### config.mk
export PLATFORM = sky130hd
export DESIGN_NAME = vx_issue_perf_counters
export DESIGN_NICKNAME = d
export VERILOG_FILES = /design/src/rtl/vx_issue_perf_counters.sv
export SDC_FILE = /design/constraint.sdc
export NUM_CORES = 1
export LEC_CHECK = 0
export BUFFER_PORTS_ARGS = -buffer_cell sky130_fd_sc_hd__buf_2
export CORE_MARGIN = 2
export CORE_UTILIZATION = 50
export DETAILED_ROUTE_END_ITERATION = 16
export PLACE_DENSITY = 0.77
export SLEW_MARGIN = 15
export SYNTH_ARGS = -nofsm -noshare
export SYNTH_HDL_FRONTEND = slang
export SYNTH_SLANG_ARGS = --single-unit
export TNS_END_PERCENT = 10
### constraint.sdc
create_clock -name clk -period 2.5 [get_ports clk]
set_input_delay 0.25 -clock clk [delete_from_list [all_inputs] [get_ports clk]]
set_output_delay 0.25 -clock clk [all_outputs]
set_load 0.05 [all_outputs]
### src/rtl/vx_issue_perf_counters.sv
// Issue-stage performance counters.
//
// This block samples stall and dispatch-fire events from every issue slot. It
// reduces them to per-cycle deltas in stage 1. In stage 2 it adds those
// deltas to free-running wrap-around counters, which the CSR unit reads.
//
// Ports
//    clk, reset_n     clock, asynchronous active-low reset
//    perf_enable      sample events only while high
//    ibf_stall        per-slot instruction-buffer stall
//    scb_stall        per-slot scoreboard stall
//    disp_valid/ready per-slot dispatch handshake (fire = valid & ready)
//    disp_ex_type     per-slot execution-unit type, EX_BITS each
//    disp_sfu_type    per-slot SFU sub-type, SFU_BITS each
//    disp_tmask       per-slot thread mask, NUM_THREADS each
//    ibf_stalls       accumulated ibf stall slot-cycles
//    scb_stalls       accumulated scoreboard stall slot-cycles
//    units_uses       per-unit dispatch counts, unit i at [i*PERF_CTR_BITS +: PERF_CTR_BITS]
//    sfu_uses         per-SFU-type dispatch counts, same packing
//    active_threads   accumulated popcount of dispatched thread masks
module vx_issue_perf_counters #(
   parameter int ISSUE_WIDTH   = 4,
   parameter int NUM_THREADS   = 4,
   parameter int NUM_EX_UNITS  = 4,
   parameter int NUM_SFU_UNITS = 2,
   parameter int EX_BITS       = 2,
   parameter int SFU_BITS      = 1,
   parameter int SFU_EX_ID     = 3,
   parameter int PERF_CTR_BITS = 44
) (
   input  logic                                   clk,
   input  logic                                   reset_n,
   input  logic                                   perf_enable,
   input  logic [ISSUE_WIDTH-1:0]                 ibf_stall,
   input  logic [ISSUE_WIDTH-1:0]                 scb_stall,
   input  logic [ISSUE_WIDTH-1:0]                 disp_valid,
   input  logic [ISSUE_WIDTH-1:0]                 disp_ready,
   input  logic [ISSUE_WIDTH*EX_BITS-1:0]         disp_ex_type,
   input  logic [ISSUE_WIDTH*SFU_BITS-1:0]        disp_sfu_type,
   input  logic [ISSUE_WIDTH*NUM_THREADS-1:0]     disp_tmask,
   output logic [PERF_CTR_BITS-1:0]               ibf_stalls,
   output logic [PERF_CTR_BITS-1:0]               scb_stalls,
   output logic [NUM_EX_UNITS*PERF_CTR_BITS-1:0]  units_uses,
   output logic [NUM_SFU_UNITS*PERF_CTR_BITS-1:0] sfu_uses,
   output logic [PERF_CTR_BITS-1:0]               active_threads
);

   localparam int SLOT_W = $clog2(ISSUE_WIDTH + 1);
   localparam int THR_W  = $clog2(ISSUE_WIDTH * NUM_THREADS + 1);

   logic [ISSUE_WIDTH-1:0] fire;

   // stage 1: per-cycle deltas
   logic                                   valid_d, valid_q;
   logic [SLOT_W-1:0]                      ibf_delta_d, ibf_delta_q;
   logic [SLOT_W-1:0]                      scb_delta_d, scb_delta_q;
   logic [NUM_EX_UNITS-1:0][SLOT_W-1:0]    unit_delta_d, unit_delta_q;
   logic [NUM_SFU_UNITS-1:0][SLOT_W-1:0]   sfu_delta_d, sfu_delta_q;
   logic [THR_W-1:0]                       thr_delta_d, thr_delta_q;

   // stage 2: running counters
   logic [PERF_CTR_BITS-1:0]                      ibf_cnt_d, ibf_cnt_q;
   logic [PERF_CTR_BITS-1:0]                      scb_cnt_d, scb_cnt_q;
   logic [NUM_EX_UNITS-1:0][PERF_CTR_BITS-1:0]    unit_cnt_d, unit_cnt_q;
   logic [NUM_SFU_UNITS-1:0][PERF_CTR_BITS-1:0]   sfu_cnt_d, sfu_cnt_q;
   logic [PERF_CTR_BITS-1:0]                      thr_cnt_d, thr_cnt_q;

   assign fire = disp_valid & disp_ready;

   always_comb begin
      valid_d      = perf_enable;
      ibf_delta_d  = '0;
      scb_delta_d  = '0;
      unit_delta_d = '0;
      sfu_delta_d  = '0;
      thr_delta_d  = '0;
      if (perf_enable) begin
         for (int s = 0; s < ISSUE_WIDTH; s++) begin
            ibf_delta_d = ibf_delta_d + SLOT_W'(ibf_stall[s]);
            scb_delta_d = scb_delta_d + SLOT_W'(scb_stall[s]);
            if (fire[s]) begin
               // Out-of-range ex_type values match no unit index and drop out.
               for (int u = 0; u < NUM_EX_UNITS; u++) begin
                  if (disp_ex_type[s*EX_BITS +: EX_BITS] == EX_BITS'(u))
                     unit_delta_d[u] = unit_delta_d[u] + SLOT_W'(1'b1);
               end
               if (disp_ex_type[s*EX_BITS +: EX_BITS] == EX_BITS'(SFU_EX_ID)) begin
                  for (int k = 0; k < NUM_SFU_UNITS; k++) begin
                     if (disp_sfu_type[s*SFU_BITS +: SFU_BITS] == SFU_BITS'(k))
                        sfu_delta_d[k] = sfu_delta_d[k] + SLOT_W'(1'b1);
                  end
               end
               for (int t = 0; t < NUM_THREADS; t++)
                  thr_delta_d = thr_delta_d + THR_W'(disp_tmask[s*NUM_THREADS+t]);
            end
         end
      end
   end

   // Stage 1 still holds a delta that was sampled before enable dropped. That
   // delta is added here no matter what perf_enable is now.
   always_comb begin
      ibf_cnt_d  = ibf_cnt_q;
      scb_cnt_d  = scb_cnt_q;
      unit_cnt_d = unit_cnt_q;
      sfu_cnt_d  = sfu_cnt_q;
      thr_cnt_d  = thr_cnt_q;
      if (valid_q) begin
         ibf_cnt_d = ibf_cnt_q + PERF_CTR_BITS'(ibf_delta_q);
         scb_cnt_d = scb_cnt_q + PERF_CTR_BITS'(scb_delta_q);
         thr_cnt_d = thr_cnt_q + PERF_CTR_BITS'(thr_delta_q);
         for (int u = 0; u < NUM_EX_UNITS; u++)
            unit_cnt_d[u] = unit_cnt_q[u] + PERF_CTR_BITS'(unit_delta_q[u]);
         for (int k = 0; k < NUM_SFU_UNITS; k++)
            sfu_cnt_d[k] = sfu_cnt_q[k] + PERF_CTR_BITS'(sfu_delta_q[k]);
      end
   end

   always_ff @(posedge clk or negedge reset_n) begin
      if (!reset_n) begin
         valid_q      <= 1'b0;
         ibf_delta_q  <= '0;
         scb_delta_q  <= '0;
         unit_delta_q <= '0;
         sfu_delta_q  <= '0;
         thr_delta_q  <= '0;
         ibf_cnt_q    <= '0;
         scb_cnt_q    <= '0;
         unit_cnt_q   <= '0;
         sfu_cnt_q    <= '0;
         thr_cnt_q    <= '0;
      end else begin
         valid_q      <= valid_d;
         ibf_delta_q  <= ibf_delta_d;
         scb_delta_q  <= scb_delta_d;
         unit_delta_q <= unit_delta_d;
         sfu_delta_q  <= sfu_delta_d;
         thr_delta_q  <= thr_delta_d;
         ibf_cnt_q    <= ibf_cnt_d;
         scb_cnt_q    <= scb_cnt_d;
         unit_cnt_q   <= unit_cnt_d;
         sfu_cnt_q    <= sfu_cnt_d;
         thr_cnt_q    <= thr_cnt_d;
      end
   end

   assign ibf_stalls     = ibf_cnt_q;
   assign scb_stalls     = scb_cnt_q;
   assign active_threads = thr_cnt_q;

   for (genvar u = 0; u < NUM_EX_UNITS; u++) begin : g_units
      assign units_uses[u*PERF_CTR_BITS +: PERF_CTR_BITS] = unit_cnt_q[u];
   end

   for (genvar k = 0; k < NUM_SFU_UNITS; k++) begin : g_sfu
      assign sfu_uses[k*PERF_CTR_BITS +: PERF_CTR_BITS] = sfu_cnt_q[k];
   end

endmodule

Yosys cells after proc, flatten, opt, wreduce, memory -nomap -nowiden
Index checks and enable logic that the tools add are counted.
{"block": "classes", "eq_ne": 12, "bitwise_logic": 1, "n_addsub": 48, "n_reduce_logical": 4, "mux": 54}
{"cell": "$add A44 B3 Y44", "count": 8}
{"cell": "$mux W12", "count": 7}
{"cell": "$add A5 B1 Y5", "count": 12}
{"cell": "$mux W3", "count": 20}
{"cell": "$mux W6", "count": 10}
{"cell": "$add A3 B1 Y3 const B", "count": 18}
{"cell": "$add A44 B5 Y44", "count": 1}
{"cell": "$mux W5", "count": 7}
{"cell": "$eq A2 B2 Y1 const B", "count": 8}
{"cell": "$mux W4", "count": 3}
{"cell": "$mux W10", "count": 1}
{"cell": "$add A2 B1 Y3", "count": 3}
{"cell": "$eq A2 B1 Y1 const B", "count": 4}
{"cell": "$logic_not A2 Y1", "count": 4}
{"cell": "$add A1 B1 Y2", "count": 3}
{"cell": "$add A3 B1 Y3", "count": 2}
{"cell": "$mux W1", "count": 6}
{"cell": "$add A3 B1 Y4", "count": 1}
{"cell": "$and A4 B4 Y4", "count": 1}
{"block": "word_totals", "register_bits": 426, "elab_cells": 138, "input_bits": 47}

Depth between registers and ports, before layout
{"block": "depth", "ltp_word": 23, "mapped_depth": 16}

Worst setup path after synthesis
No wires, ideal clock.
{"block": "synth_path", "path_kind": "input -> register", "startpoint": "in disp_tmask[0]", "endpoint": "reg thr_delta_q[3]", "setup_slack_ns": -2.071, "arrival_time_ns": 4.492, "n_path_buf": 0, "stages": 15, "required_ns": 2.421, "setup_ns": 0.079, "cell_sequence": "fa_1 -> ha_1 -> nand3_1 -> fa_1 -> fa_1 -> fa_1 -> mux2_2 -> fa_1 -> mux2i_1 -> ha_1 -> a21oi_1 -> nor2_1 -> and4_1 -> a211oi_1 -> mux2i_1"}
{"block": "synth_via", "elab_chain_cells": 23}
{"item": "start: declaration", "line_no": "40", "rtl": "input logic [ISSUE_WIDTH*NUM_THREADS-1:0] disp_tmask,"}
{"item": "$add A1 B1 Y2 (*)", "line_no": "94", "rtl": "thr_delta_d = thr_delta_d + THR_W'(disp_tmask[s*NUM_THREADS+t]);"}
{"item": "$add A2 B1 Y3 (*)", "line_no": "94"}
{"item": "$add A3 B1 Y4 (*)", "line_no": "94"}
{"item": "$mux W4 (*)", "line_no": "81", "rtl": "if (fire[s]) begin"}
{"item": "$mux W5 (*)", "line_no": "77", "rtl": "if (perf_enable) begin"}
{"item": "$add A5 B1 Y5 (4 in a row)", "line_no": "94"}
{"item": "$mux W5 (*)", "line_no": "81"}
{"item": "$mux W5 (*)", "line_no": "77"}
{"item": "$add A5 B1 Y5 (4 in a row)", "line_no": "94"}
{"item": "$mux W5 (*)", "line_no": "81"}
{"item": "$mux W5 (*)", "line_no": "77"}
{"item": "$add A5 B1 Y5 (4 in a row)", "line_no": "94"}
{"item": "$mux W5 (*)", "line_no": "81"}
{"item": "$mux W5 (*)", "line_no": "77"}
{"item": "named net thr_delta_d[3]", "line_no": "59", "rtl": "logic [THR_W-1:0] thr_delta_d, thr_delta_q;"}
{"item": "end signal: assignment", "line_no": "138", "rtl": "thr_delta_q <= thr_delta_d;"}
{"item": "end: declaration", "line_no": "59"}
The timed path passes the listed nets; every way through them passes the cells marked *. The select of a mux whose other input is x is not followed.
A chain may end at the register's enable or synchronous reset.

Worst setup path after layout
Ends and elaborated chain as after synthesis.

==> impl_metrics.tcl <==
set metrics [dict create \
    portBuffers 442 \
    dr.pass1.iters 5 \
    reg2reg_depth 9 \
    cts-root-buf "clkbuf_16" \
    path_clk_slew_ns 0.06 \
    worstPathMaxFanout 2 \
    rr_endpoint "units_uses[110]$_DFFE_PN0P_" \
    ir_drop_mv 0.437 \
    yosysSeqAreaShare 0.506 \
    critPathKind "primary input to flop" \
    syn_avg_cell_area_um2 11.0 \
    synth_nets 2038 \
    worst_hold_slack_ns 0.0450 \
    utilization 0.626 \
    post_drt_wl_per_cell_um 17.6 \
    maxSlewHeadroom 0.560 \
    hold_violations 0 \
    yosysMostFrequentCell "dfrtp_1" \
    fin_crit_sh 1.61 \
    synth_edf_count 0 \
    dieArea_um2 43800 \
    syn_area_um2 21100 \
    worstPathRequired_ns 2.98 \
    yosys-top-cells-count "dfrtp_1 (426), xnor2_1 (281), nand3_1 (146)" \
    end_kind "flop" \
    cts.sinks 426 \
    grt_pass1_vias 16500 \
    grt_pass1_wl_um 86200 \
    place_inst 2922 \
    layout_min_cycle_time_ns 4.03 \
    synth-async-reset-ratio 1.00 \
    r2r_setup_slack_ns 0.03 \
    synth_top_cell_area_share 0.506 \
    dr_wl_met3_um 3100 \
    cts_made_buffers 47 \
    min_to "ibf_delta_q[0]$_DFF_PN0_" \
    violations "setup timing" \
    grt_usage 0.241 \
    nNetsFinal 2560 \
    ios 443 \
    grt_max_degree 72 \
    rows 75 \
    fp.dieW_um 209 \
    worstPathArrival_ns 4.51 \
    top_layer_used "met5" \
    die_h_um 209 \
    initialDrtViolationCount 1148 \
    timing.rr.start "units_uses[88]$_DFFE_PN0P_" \
    gp_congestion 0.889 \
    cts_tree "yes" \
    synth.distinct_cells 55 \
    drive_above_1_share 0.271 \
    route.vias.total 16600 \
    min_from "ibf_stall[2]" \
    htreeDepth 2 \
    final_cells 3014 \
    pwr_density_cell_nw_per_um2 674 \
    yosys_warnings 0 \
    clk-insertion-delay-late_ns 0.57 \
    grt_antenna_before_repair 3 \
    ys_ff_latch 426 \
    status "finished, violations left" \
    maxCapViolations 0 \
    fin_ws_ns -1.53 \
    worstMarginPinSlew_ns 0.660 \
    drc 0 \
    wl_met1_um 22300 \
    yosys.area.top_type "dfrtp_1" \
    initial_utilization 0.504 \
    fmax_mhz 248 \
    start_kind "primary input" \
    fillers 3269 \
    setup_violations 5 \
    wl_um 53100 \
    worstHoldPathCells 3 \
    p_leak_nw 13.6 \
    area_delta_synth_final_pct 24.2 \
    ant_nets 0 \
    slew_viol_final 0 \
    rsz0062_at_grt "true" \
    place_hpwl_um 38500 \
    ys.flop_type "dfrtp_1" \
    clock_path_buffers 3 \
    clock_skew_ns 0.0161 \
    core_area_um2 41800 \
    vias_per_cell 5.50 \
    met2_length_um 25900 \
    syn_inst 1914 \
    synth_area_leaders "dfrtp_1 (51%), xnor2_1 (12%), xor2_1 (4.8%), nand3_1 (3.5%), ha_1 (3.3%)" \
    hold_class "primary input to flop" \
    grt.overflow.total 0 \
]
==> state kept, by name (all words and copies together) (netlist names) <==
signal / cells
active_threads: 44
ibf_delta_q: 3
ibf_stalls: 44
scb_delta_q: 3
scb_stalls: 44
sfu_delta_q: 6
sfu_uses: 88
thr_delta_q: 5
unit_delta_q: 12
units_uses: 176
valid_q: 1
==> layout by cell type (no fill, tap or decap), types with 5 or more instances in the layout <==
cell type,netlist,routed
a21o_1,16,16
a21oi_1,14,12
and2_1,35,35
and3_1,79,79
and4_1,46,45
buf_12,0,8
buf_2,3,440
buf_4,0,72
clkbuf_1,42,11
clkbuf_16,0,49
clkbuf_8,0,12
clkinv_2,0,9
dfrtp_1,426,425
fa_1,21,17
ha_1,56,56
inv_1,70,70
mux2_2,31,29
mux2i_1,19,17
nand2_1,143,142
nand3_1,146,144
nand4_1,111,111
nor2_1,85,85
nor2b_1,15,15
nor3_1,52,52
nor3_2,11,11
nor4_1,17,15
o2111ai_1,5,5
o211ai_1,12,12
xnor2_1,281,281
xor2_1,115,115
==> worst max path at each step <==
stage | depth (start not counted) | slack (ns) | from | endpoint
floorplan | 15 | -1.85 | disp_tmask[0] | thr_delta_q[3]$_DFF_PN0_
global placement | 16 | -2.08 | disp_tmask[0] | thr_delta_q[3]$_DFF_PN0_
detailed placement | 16 | -2.26 | disp_tmask[0] | thr_delta_q[3]$_DFF_PN0_
CTS | 16 | -1.54 | disp_tmask[0] | thr_delta_q[3]$_DFF_PN0_
global route | 16 | -1.64 | disp_tmask[0] | thr_delta_q[3]$_DFF_PN0_
finish | 16 | -1.53 | disp_tmask[0] | thr_delta_q[3]$_DFF_PN0_
==> power breakdown <==
part | switching (mW) | internal (mW)
Sequential | 0.342 | 7.23
Clock | 2.78 | 4.15
Combinational | 2.17 | 0.948
==> metal layers <==
| layer | vias to the layer above | track usage |
|---|---|---|
| met5 | - | 0 |
| met4 | 6 | 0.0951 |
| met3 | 117 | 0.0479 |
| met2 | 491 | 0.400 |
| met1 | 8262 | 0.311 |
| li1 | 7686 | - |
==> critical path: stages <==
cell and delay, ns:
buf_6 0.09, fa_1 0.47, ha_1 0.30, nand3_2 0.08, fa_1 0.48, fa_2 0.38
fa_1 0.43, mux2_4 0.29, fa_1 0.46, mux2i_2 0.18, ha_1 0.27, a21oi_2 0.14
nor2_1 0.07, and4_1 0.17, a211oi_2 0.21, mux2i_1 0.23
==> area by class of cell <==
type | instances | area, um2 | share of cell area
Sequential cell | 426 | 10700 | 0.408
Multi-Input combinational cell | 1366 | 10000 | 0.383
Timing Repair Buffer | 525 | 2960 | 0.113
Clock buffer | 72 | 1430 | 0.0548
Tap cell | 539 | 674 | 0.0258
Inverter | 70 | 263 | 0.0100
Clock inverter | 14 | 129 | 0.00493
Antenna cell | 2 | 5.00 | 0.000191
==> logic make-up (layout without fill, tap and decap cells) <==
kind of cell / after synthesis / after routing / share of synthesized area
buf+inv: 122 / 681 / 0.0226
xor+xnor: 396 / 396 / 0.165
simple gates: 771 / 771 / 0.202
mux: 50 / 50 / 0.0256
fa+ha+maj: 77 / 77 / 0.0532
flops: 426 / 426 / 0.506
compound gates: 72 / 72 / 0.0252
other cells: 0 / 2 / 0
==> metrics by stage <==
stage                     setup TNS [ns]  cell area, um2  total power [mW]  setup WS [ns]
after global placement            -10.22           24500              10.7          -2.08
after CTS                          -6.44           26100              17.8          -1.54
after detailed placement          -11.16           24500              10.8          -2.26
final                              -6.46           26100              17.6          -1.53
after global routing               -7.71           26100              18.4          -1.64
after floorplan                   -13.15           21100              9.72          -1.85
==> repair_timing <==
| item | in CTS | in global routing |
|---|---|---|
| gates resized for setup | 6 | 6 |
| pin swaps | 3 | 1 |
| hold buffers | 3 | 0 |
| setup endpoints to repair | 7 | 15 |
| hold endpoints to repair | 59 | 0 |
| buffers inserted | 1 | 0 |
No activity file was read; power rests on OpenSTA's default activity.
